File: src/rtl/fifo_rd_prefetch_pkg.sv
// Shared definitions for the FIFO read-prefetch stage.
//   DAT_WIDTH_DEF : default width of FIFO read data / output data
//   CNT_WIDTH_DEF : default width of the delivered-word counter
//   occ_t         : occupancy type (words held plus word in flight, 0..2)
package fifo_rd_prefetch_pkg;

  localparam int DAT_WIDTH_DEF = 37;
  localparam int CNT_WIDTH_DEF = 16;

  typedef logic [1:0] occ_t;

endpackage

File: src/rtl/fifo_rd_skid_buf.sv
// Two-entry ordered buffer (head, tail) behind the FIFO read port.
//   clk, reset_n : clock, asynchronous active-low reset
//   push         : write push_data into the first free slot
//   push_data    : word to write
//   pop          : drop the head, tail moves to head
//   clr          : empty the buffer (wins over push/pop)
//   head         : current head word
//   count        : number of words held (0..2)
module fifo_rd_skid_buf
  import fifo_rd_prefetch_pkg::*;
#(
  parameter int DAT_WIDTH = DAT_WIDTH_DEF
) (
  input  logic                 clk,
  input  logic                 reset_n,
  input  logic                 push,
  input  logic [DAT_WIDTH-1:0] push_data,
  input  logic                 pop,
  input  logic                 clr,
  output logic [DAT_WIDTH-1:0] head,
  output occ_t                 count
);

  logic [DAT_WIDTH-1:0] head_q;
  logic [DAT_WIDTH-1:0] tail_q;
  occ_t                 count_q;

  always_ff @(posedge clk or negedge reset_n) begin
    if (!reset_n) begin
      head_q  <= '0;
      tail_q  <= '0;
      count_q <= '0;
    end else if (clr) begin
      count_q <= '0;
    end else begin
      case ({push, pop})
        2'b10: begin
          if (count_q == 2'd0) head_q <= push_data;
          else                 tail_q <= push_data;
          count_q <= count_q + 2'd1;
        end
        2'b01: begin
          head_q  <= tail_q;
          count_q <= count_q - 2'd1;
        end
        2'b11: begin
          // Simultaneous push and pop: count is unchanged, the new word
          // lands behind whatever survives the pop.
          if (count_q == 2'd1) begin
            head_q <= push_data;
          end else begin
            head_q <= tail_q;
            tail_q <= push_data;
          end
        end
        default: ;
      endcase
    end
  end

  assign head  = head_q;
  assign count = count_q;

endmodule

File: src/rtl/fifo_rd_prefetch.sv
// Read-prefetch stage between a FIFO controller/RAM and a valid/ready consumer.
// Issues reads while there is room for the returning word, stores returned
// words in a two-entry buffer and presents the head to the consumer.
//   clk, reset_n  : clock, asynchronous active-low reset
//   fifo_empty    : upstream FIFO empty flag
//   fifo_rd_op    : read strobe / RAM read enable
//   fifo_rd_data  : RAM data, valid the cycle after fifo_rd_op
//   clr           : synchronous flush of this stage
//   out_valid     : head word presented on out_data
//   out_ready     : consumer accepts the head word
//   out_data      : head word
//   occupancy     : words held plus word in flight
//   delivered_cnt : accepted words, wraps
module fifo_rd_prefetch
  import fifo_rd_prefetch_pkg::*;
#(
  parameter int DAT_WIDTH = DAT_WIDTH_DEF,
  parameter int CNT_WIDTH = CNT_WIDTH_DEF
) (
  input  logic                 clk,
  input  logic                 reset_n,
  input  logic                 fifo_empty,
  output logic                 fifo_rd_op,
  input  logic [DAT_WIDTH-1:0] fifo_rd_data,
  input  logic                 clr,
  output logic                 out_valid,
  input  logic                 out_ready,
  output logic [DAT_WIDTH-1:0] out_data,
  output occ_t                 occupancy,
  output logic [CNT_WIDTH-1:0] delivered_cnt
);

  occ_t                 held;
  logic [DAT_WIDTH-1:0] head;
  logic                 run_q;
  logic                 inflight_q;
  logic                 discard_q;
  logic [CNT_WIDTH-1:0] cnt_q;
  logic                 transfer;
  logic                 push;
  logic [2:0]           need;

  assign out_valid = (held != 2'd0);
  assign out_data  = head;
  assign transfer  = out_valid & out_ready & ~clr;

  // Room check counts the word already in flight and credits a transfer in
  // this same cycle, so a full buffer that is draining keeps reads flowing.
  assign need       = 3'(held) + 3'(inflight_q) - 3'(transfer);
  // run_q keeps reads off until the first edge after reset release.
  assign fifo_rd_op = run_q & ~fifo_empty & ~clr & (need < 3'd2);

  // A returning word is dropped if a flush hits in the cycle it arrives or
  // if it belongs to a read that was outstanding across a flush.
  assign push = inflight_q & ~clr & ~discard_q;

  fifo_rd_skid_buf #(
    .DAT_WIDTH(DAT_WIDTH)
  ) u_buf (
    .clk       (clk),
    .reset_n   (reset_n),
    .push      (push),
    .push_data (fifo_rd_data),
    .pop       (transfer),
    .clr       (clr),
    .head      (head),
    .count     (held)
  );

  always_ff @(posedge clk or negedge reset_n) begin
    if (!reset_n) begin
      run_q      <= 1'b0;
      inflight_q <= 1'b0;
      discard_q  <= 1'b0;
      cnt_q      <= '0;
    end else begin
      run_q      <= 1'b1;
      inflight_q <= fifo_rd_op;
      discard_q  <= clr & inflight_q;
      if (transfer) cnt_q <= cnt_q + {{(CNT_WIDTH-1){1'b0}}, 1'b1};
    end
  end

  assign occupancy     = held + {1'b0, inflight_q};
  assign delivered_cnt = cnt_q;

endmodule

File: config.mk
export PLATFORM = sky130hd
export DESIGN_NAME = fifo_rd_prefetch
export DESIGN_NICKNAME = d
export VERILOG_FILES = /design/src/rtl/fifo_rd_prefetch_pkg.sv /design/src/rtl/fifo_rd_skid_buf.sv /design/src/rtl/fifo_rd_prefetch.sv
export SDC_FILE = /design/constraint.sdc
export NUM_CORES = 1
export LEC_CHECK = 0
export ABC_AREA = 1
export BUFFER_PORTS_ARGS = -buffer_cell sky130_fd_sc_hd__buf_2
export CORE_AREA = 5 5 142 76
export DETAILED_ROUTE_END_ITERATION = 10
export DIE_AREA = 0 0 147 81
export HOLD_SLACK_MARGIN = 0.15
export PLACE_DENSITY = 0.8
export SLEW_MARGIN = 20
export SYNTH_ARGS = -nofsm -noshare
export SYNTH_HDL_FRONTEND = slang
export SYNTH_SLANG_ARGS = --single-unit
File: constraint.sdc
create_clock -name clk -period 3 [get_ports clk]
set_input_delay 0.45 -clock clk [delete_from_list [all_inputs] [get_ports clk]]
set_output_delay 0.45 -clock clk [all_outputs]
set_load 0.03 [all_outputs]
Yosys cells after proc, flatten, opt, wreduce, memory -nomap -nowiden
Index checks and enable logic that the tools add are counted.
{ "op_classes": {"n_addsub": 6, "magnitude_cmp": 1, "n_eq_ne": 7, "muxes": 8, "n_bitwise": 11, "reduce_logical": 7} }
{ "ops": {"columns": ["cell", "count"], "rows": [
  ["two-way mux 37 bit", 4],
  ["case mux 37 bit (3 select lines)", 1],
  ["case mux 37 bit (2 select lines)", 1],
  ["adder 16 x 1 -> 16 bit, second input constant", 1],
  ["bitwise AND 1 bit", 8],
  ["nonzero test 3 bit", 2],
  ["equality test 2 x 1 -> 1 bit, second input constant", 2],
  ["equality test 2 bit, second input constant", 2],
  ["inequality test 2 bit, second input constant", 2],
  ["case mux 2 bit (2 select lines)", 1],
  ["AND reduction 4 bit", 1],
  ["nonzero test 2 bit", 2],
  ["adder 2 x 1 -> 3 bit", 1],
  ["less-than comparator 3 x 2 -> 1 bit, second input constant", 1],
  ["NOT 1 bit", 3],
  ["AND reduction 3 bit", 1],
  ["subtractor 3 x 1 -> 3 bit", 1],
  ["adder 2 x 1 -> 2 bit", 1],
  ["adder 2 x 1 -> 2 bit, second input constant", 1],
  ["zero test 2 bit", 1],
  ["two-way mux 2 bit", 1],
  ["inequality test 2 x 1 -> 1 bit, second input constant", 1],
  ["subtractor 2 x 1 -> 2 bit, second input constant", 1]
]} }
{ "totals": {"reg_bits": 95, "input_bits": 42, "output_inout_bits": 57, "word_cells": 47} }

Logic depth before layout (Yosys ltp)
Gate-level depths: netlist of the first run.
{ "depth": {"ltp_word": 6, "depth_mapped": 11, "depth_no_buf": 10} }

Modules after synthesis
A second synthesis of the first run with hierarchy kept.
{ "hier_totals": {"cells_unflattened": 629, "hier_area_um2": 4921.0} }
{ "modules_own_cells": {"columns": ["module", "n_inst", "cells_per_inst", "area_each_um2", "seq_area_each_um2"], "rows": [
  ["fifo_rd_skid_buf", 1, 511, 3862.5, 1901.8],
  ["fifo_rd_prefetch", 1, 118, 1058.5, 475.5]
]} }

Least setup slack after synthesis of the first run
No wires, ideal clock.
{ "synth_timing": {"path_type": "register to output", "startpoint": "register u_buf.count_q[1], in the netlist u_buf.count[1]", "endpoint": "output port fifo_rd_op", "arrival_time_ns": 2.887, "required_ns": 2.550, "setup_slack_ns": -0.337, "stages_incl_launch_ff": 11, "n_path_buf": 1, "cell_sequence": "dfrtp_1 > inv_1 > ha_1 > inv_2 > nand3_4 > buf_2 > nand2_1 > nand3_1 > fa_1 > nand2_1 > nor4_1"} }
{ "synth_via": {"elab_chain_cells": 6, "elab_cells_between_ends": 7, "classes_between": "2 x add/sub; 1 x order compare; 3 x bitwise; 1 x reduce/logical"} }
{ "synth_rtl": {"columns": ["item", "line", "text"], "rows": [
  ["from (decl)", "fifo_rd_skid_buf.sv:26", "occ_t count_q;"],
  ["from (signal assigned)", "fifo_rd_skid_buf.sv:40", "count_q <= count_q + 2'd1;"],
  ["from (signal assigned)", "fifo_rd_skid_buf.sv:44", "count_q <= count_q - 2'd1;"],
  ["nonzero test 2 bit", "fifo_rd_prefetch.sv:43", "assign out_valid = (held != 2'd0);"],
  ["net out_valid", "fifo_rd_prefetch.sv:26", "output logic out_valid,"],
  ["bitwise AND 1 bit (2 in a row)", "fifo_rd_prefetch.sv:45", "assign transfer = out_valid & out_ready & ~clr;"],
  ["subtractor 3 x 1 -> 3 bit", "fifo_rd_prefetch.sv:49", "assign need = 3'(held) + 3'(inflight_q) - 3'(transfer);"],
  ["less-than comparator 3 x 2 -> 1 bit", "fifo_rd_prefetch.sv:51", "assign fifo_rd_op = run_q & ~fifo_empty & ~clr & (need < 3'd2);"],
  ["bitwise AND 1 bit", "fifo_rd_prefetch.sv:51", null],
  ["to (decl)", "fifo_rd_prefetch.sv:23", "output logic fifo_rd_op,"]
]} }
The timed path passes the listed nets, and every way through them passes these cells.

Worst setup path in the final report of the first run
{ "layout_timing": {"startpoint": "register u_buf.count_q[1], in the netlist u_buf.count[1]", "endpoint": "output port fifo_rd_op"} }
{ "layout_via": {"elab_chain_cells": 6, "elab_cells_between_ends": 7, "classes_between": "2 x add/sub; 1 x order compare; 3 x bitwise; 1 x reduce/logical"} }
{ "layout_rtl": {"columns": ["item", "line"], "rows": [
  ["nonzero test 2 bit", "fifo_rd_prefetch.sv:43"],
  ["bitwise AND 1 bit (2 in a row)", "fifo_rd_prefetch.sv:45"],
  ["subtractor 3 x 1 -> 3 bit *", "fifo_rd_prefetch.sv:49"],
  ["less-than comparator 3 x 2 -> 1 bit *", "fifo_rd_prefetch.sv:51"],
  ["bitwise AND 1 bit *", "fifo_rd_prefetch.sv:51"]
]} }
Every way passes the cells marked *; elsewhere a longest branch is shown, timed or not.

==> results of run 1 <==
stage by stage:
step                      power, W  instances  hold slack (ns)  area [sq um]  TNS (ns)
after floorplan            0.00350        736            0.154          5180         0
after global placement     0.00403        924            0.487          5720         0
after detailed placement   0.00410        924            0.494          5720         0
after CTS                  0.00543        940            0.223          6070         0
after global routing       0.00583        944            0.255          6110   -0.0487
final                      0.00542        944            0.193          6110         0
timing repair:
action / in CTS / in global routing
hold buffers: 0 / 0
pin swaps: 0 / 1
endpoints found under the setup margin: 1 / 1
buffers inserted: 0 / 4
resized for setup: 2 / 6
cell families (layout without fill, tap and decap cells):
| kind of cell | after synthesis | in the layout |
|---|---|---|
| compound gates | 77 | 77 |
| xor+xnor | 12 | 12 |
| fa+ha+maj | 5 | 5 |
| buf+inv | 101 | 188 |
| flops | 95 | 95 |
| other cells | 1 | 1 |
| simple gates | 445 | 445 |
flip-flops by register name (all words and copies together) (netlist names):
signal         flops
discard_q          1
delivered_cnt     16
u_buf.head        37
inflight_q         1
u_buf.count        2
u_buf.tail_q      37
run_q              1
routing by layer:
layer | part of all wire | track usage | vias to the layer above
met5 | 0 | 0 | -
met4 | 0.0090 | 0.0567 | 0
met3 | 0.047 | 0.0452 | 10
met2 | 0.51 | 0.395 | 116
met1 | 0.44 | 0.262 | 2217
li1 | - | - | 2436
how the worst max path moves through the flow:
stage / start / end / slack (ns)
final: u_buf.count[1]$_DFFE_PN0P_ / fifo_rd_op / 0.09
after global routing: u_buf.count[1]$_DFFE_PN0P_ / fifo_rd_op / -0.05
after CTS: u_buf.count[0]$_DFFE_PN0P_ / fifo_rd_op / 0.02
after detailed placement: u_buf.count[1]$_DFFE_PN0P_ / fifo_rd_op / 0.33
after global placement: u_buf.count[1]$_DFFE_PN0P_ / fifo_rd_op / 0.41
after floorplan: u_buf.count[1]$_DFFE_PN0P_ / fifo_rd_op / 0.02
cells in the mapped netlist:
library cell / count / area share
dfrtp_1: 95 / 0.46
nand3_4: 2 / 0.0068
nand2_1: 230 / 0.17
nor2_1: 153 / 0.11
fa_1: 1 / 0.0039
a21oi_1: 38 / 0.037
nor3_1: 2 / 0.0019
o21ai_0: 38 / 0.037
inv_2: 3 / 0.0022
o21ai_2: 1 / 0.0017
xor2_1: 7 / 0.012
nand4_1: 5 / 0.0061
clkbuf_1: 7 / 0.0051
xnor2_1: 5 / 0.0085
nand3_1: 48 / 0.046
buf_2: 23 / 0.022
ha_1: 4 / 0.0097
buf_1: 2 / 0.0015
inv_1: 59 / 0.043
conb_1: 1 / 0.00073
nor2_4: 1 / 0.0022
nor4_1: 1 / 0.0012
nor2_2: 3 / 0.0036
buf_4: 7 / 0.010
worst register-to-register path: stages, from the launching register on:
cell and delay (ns):
dfrtp_2 0.44, inv_2 0.08, ha_2 0.19, inv_2 0.09
nand3_4 0.09, buf_4 0.45, o21ai_4 0.38, buf_12 0.30
nand2_1 0.08, nor2_1 0.04, nor2_1 0.11
layout make-up:
cell class / count / area (sq um) / share of cell area
clock inverter: 6 / 108 / 0.0176
sequential: 95 / 2380 / 0.389
tap: 121 / 151 / 0.0248
timing repair buffer: 110 / 611 / 0.0999
multi-input combinational: 540 / 2390 / 0.391
clock buffer: 10 / 239 / 0.0391
inverter: 62 / 233 / 0.0381
power by group through the flow:
stage / Sequential (W) / Clock, W / Combinational [W]
2_1_floorplan: 0.00250 / 0 / 0.00100
3_3_place_gp: 0.00197 / 0 / 0.00206
3_5_place_dp: 0.00199 / 0 / 0.00211
4_1_cts: 0.00197 / 0.00135 / 0.00212
5_1_grt: 0.00202 / 0.00141 / 0.00240
6_report: 0.00197 / 0.00132 / 0.00214
==> flow_summary.toml, run 1 <==
[die]
rows = 25
ioPinCount = 99
dieArea_sq_um = 11900
die_h_um = 81
core-area_sq_um = 9290
start_util = 0.556
dieWidth_um = 147

[sta]
period_needed_ns = 2.91
hold_violations = 0
fin_skew_ns = 0.00653
finalMaxSlewViolations = 0
setup_viol = 0
max_freq_mhz = 343
fin_ws_ns = 0.0851
slew_headroom = 0.414
fin_crit_sh = 0.972
tightest_slew_ns = 0.876

[worst_setup_path]
reg2reg_depth = 10
crit_path_max_incr_delay_ns = 0.51
r2r_slack_ns = 0.68
cp_max_fo = 4
reg2reg_from = "u_buf.count[1]$_DFFE_PN0P_"
endpoint_kind = "output port"
critPathBufInv = 3
slowest_stage = "fa_1"
critPathRequiredTime_ns = 2.55
cp.arrival_ns = 2.46
path_depth = 11
worst_r2r_endpoint = "u_buf.head[1]$_DFFE_PN0P_"
path_cells = "inv_2, ha_2, inv_2, nand2_4, nor2_4, nand2_1, nand3_1, fa_1, nand2_1, nor4_2, buf_4"
start_kind = "register"
critical-path-top-delay-family = "adder cells"
path_class = "register to output port"

[placed_design]
dp_hpwl_um = 7790
place_ws_ns = 0.333
place.port_buffers = 98
place_congestion = 0.806

[cts]
clockRootBuffer = "clkbuf_16"
cts_buffer_depth = 2
numCtsBuffers = 9
clk_latency_ns = 0.34
clkTransAtPathRegs_ns = 0.06
clkSinkCount = 95
htreeDepth = 3
tritoncts = "built"

[power]
peakVddDrop_uv = 400
switchingPower_w = 0.00220
seq_power_share = 0.363
power_frac_comb = 0.394
power_frac_clock = 0.243
leakagePower_nw = 3.29
p_int_w = 0.00322
p_sw_frac = 0.406
power_density_nw_per_um2 = 887

[grt]
grt_start_max_net_pins = 75
grt_pass1_vias = 4653
grt_first_pass_wirelength_um = 21100
grt_remaining_overflow = 0
track_usage = 0.215
antenna_found_initial = 0

[drt]
vias = 4779
wl_per_cell_um = 12.8
antenna_left = 0
firstDrtPassIters = 5
drtIter0Drc = 260
drc_errors = 0
vias_per_cell = 5.06
wirelength_um = 12100

[yosys]
synth_fa_ha_area_frac = 0.0136
syn_area_per_cell_sq_um = 7.02
synth_nets = 783
ys_warn_count = 0
synth_mux_area_frac = 0
syn_inst = 736
yosysUniqueCellTypes = 24
synth_compound_area_frac = 0.0753
synth_xor_area_frac = 0.0203
synth_top_family_by_area = "simple AND/OR/NAND/NOR gates"
yosys.area_share.simple = 0.346
ys_seq_area_frac = 0.460
netlist_area_sq_um = 5170
synth_seq_cells = 95

[final_layout]
layout_common_cells = "228 x nand2_1, 153 x nor2_1, 96 x buf_2"
fin_util = 0.658
diodes = 0
n_fill_cell = 827
final_common_cell = "nand2_1"
area_growth_pct = 18.2
drive_gt1_frac = 0.176
fin_nets = 865

[outcome]
status = "finished, final reports clean"

[min_path]
hp-class = "input pin to async pin"

[flow_run]
drv_cap = 0
Note: power is estimated with default switching activity, not from simulation.
==> inputs of run 2 (changes only) <==
ABC_AREA = not set   (was 1)
CORE_AREA = 5 5 112 88   (was 5 5 142 76)
DIE_AREA = 0 0 117 93   (was 0 0 147 81)
PLACE_DENSITY = 0.78   (was 0.8)
SYNTH_HIERARCHICAL = 1   (was not set)
==> flow_summary.toml, run 2 <==
[placed_design]
place_congestion = 0.729
dp_hpwl_um = 5950
place.port_buffers = 98

[worst_setup_path]
path_class = "register to output port"
cp.arrival_ns = 2.43
reg2reg_from = "u_buf/count[0]$_DFFE_PN0P_"
cp_max_fo = 3
start_kind = "register"
r2r_slack_ns = 0.86
endpoint_kind = "output port"
worst_r2r_endpoint = "u_buf/head[34]$_DFFE_PN0P_"
endpoint = "fifo_rd_op"
startpoint = "u_buf/count[0]$_DFFE_PN0P_"
reg2reg_depth = 7
critPathRequiredTime_ns = 2.55

[yosys]
synth_seq_cells = 95
synth_nets = 341
async_flop_share = 1.00
synth_top_family_by_area = "multiplexers"
syn_area_per_cell_sq_um = 15.4
synth_edf_count = 0
yosys.area_share.simple = 0.0489
ys_seq_area_frac = 0.528
synth_fa_ha_area_frac = 0.0183
synth_compound_area_frac = 0.00583
netlist_area_sq_um = 4510
syn_inst = 293
synth.most_common_cell = "dfrtp_1"
netlist.area_leader.share = 0.528
yosys.area.top_type = "dfrtp_1"
yosysUniqueCellTypes = 34
synth_xor_area_frac = 0.0369
synth_area_leaders = "dfrtp_1 53%, mux2_4 20%, mux2_2 13%"
ys_warn_count = 6
synth_ff_type = "dfrtp_1"
synth_mux_area_frac = 0.335
synth_commonest_cells = "95 x dfrtp_1, 60 x mux2_4, 53 x mux2_2"

[final_layout]
fin_nets = 450
layout_common_cells = "96 x buf_2, 94 x dfrtp_1, 60 x mux2_4"
drive_gt1_frac = 0.609
area_growth_pct = 22.0
diodes = 0
final_common_cell = "buf_2"
n_fill_cell = 681

[power]
peakVddDrop_uv = 580
leakagePower_nw = 2.76
power_density_nw_per_um2 = 821
p_total_w = 0.00451

[cts]
cts_buffer_depth = 2
clkSinkCount = 95
clockRootBuffer = "clkbuf_16"
clkTransAtPathRegs_ns = 0.06
htreeDepth = 3
numCtsBuffers = 9
tritoncts = "built"
clk_latency_ns = 0.34

[sta]
slew_headroom = 0.587
setup_viol = 0
hold_violations = 0
max_freq_mhz = 348
fin_setup_tns_ns = 0
period_needed_ns = 2.88
fin_skew_ns = 0.00555
rsz0062_at_grt = "false"
fin_crit_sh = 0.959
finalMaxSlewViolations = 0
tightest_slew_ns = 0.620
fin_hold_ws_ns = 0.299

[flow_run]
drv_cap = 0

[drt]
wl_per_cell_um = 16.3
vias_per_cell = 5.12
firstDrtPassIters = 3
drc_errors = 0
drtIter0Drc = 98
antenna_left = 0
vias = 2655
wirelength_um = 8430

[die]
start_util = 0.517
ioPinCount = 99
die_h_um = 93
dieWidth_um = 117
rows = 30
core-area_sq_um = 8710
dieArea_sq_um = 10900

[grt]
grt_remaining_overflow = 0
grt_start_max_net_pins = 50
grt_first_pass_wirelength_um = 13900
track_usage = 0.165
grt_pass1_vias = 2866
antenna_found_initial = 0

[outcome]
status = "finished, final reports clean"

[min_path]
hp-class = "input pin to register"
## run 2: area by class of cell
class	count	area, sq um	area share
sequential	95	2380	0.433
multi-input combinational	180	2040	0.371
timing repair buffer	112	616	0.112
clock buffer	10	239	0.0435
tap	112	140	0.0255
clock inverter	6	68.8	0.0125
inverter	4	15.0	0.00273
## run 2: critical path, stage by stage (launching register included)
cell	delay [ns]
dfrtp_2	0.43
nor2_4	0.16
nor2_1	0.08
ha_1	0.27
nand2b_1	0.16
fa_1	0.50
nand2_2	0.07
nor4_4	0.23
buf_4	0.20
## run 2: logic make-up (layout without fill, tap and decap cells)
group	after synthesis	in the layout
and+or+nand+nor	36	36
muxes	114	114
AOI/OAI and AO/OA	4	4
adders and majority gates	6	6
DFF	95	95
other	1	1
xor gates and xnor gates	19	19
buffers and inverters	18	132
## run 2: worst min path at each step
stage               cells past startpoint                           from                             to  slack (ns)
global route                            2                     fifo_empty           inflight_q$_DFF_PN0_        0.29
detailed placement                      1  delivered_cnt[15]$_DFFE_PN0P_  delivered_cnt[15]$_DFFE_PN0P_        0.47
CTS                                     2                     fifo_empty           inflight_q$_DFF_PN0_        0.27
floorplan                               0                        reset_n   delivered_cnt[0]$_DFFE_PN0P_        0.15
global placement                        1  delivered_cnt[15]$_DFFE_PN0P_  delivered_cnt[15]$_DFFE_PN0P_        0.46
finish                                  2                     fifo_empty           inflight_q$_DFF_PN0_        0.30
## run 2: stage by stage
step                instances  cell area, sq um  utilization  setup WS (ns)
floorplan                 293              4510            -        0.00635
global placement          500              5140        0.591          0.291
detailed placement        500              5140        0.591          0.221
CTS                       517              5470        0.628         0.0273
global route              519              5500        0.631         0.0135
finish                    519              5500        0.631          0.124
## run 2: report_power, final
part / internal (W) / switching, W
Clock: 0.000673 / 0.000488
Combinational: 0.000652 / 0.000859
Sequential: 0.00164 / 0.000200
## run 2: timing repair
action                                  4_1_cts  5_1_grt
hold buffers                                  1        0
endpoints found under the setup margin        1        1
pin swaps                                     0        1
resized for setup                             3        2
endpoints found under the hold margin        25        0
setup buffers                                 0        2
## run 2: metal layers
layer  global-route usage  part of all wire
met1                0.216              0.45
met3               0.0479             0.060
met2                0.266              0.48
met5                    0                 0
met4               0.0487             0.013
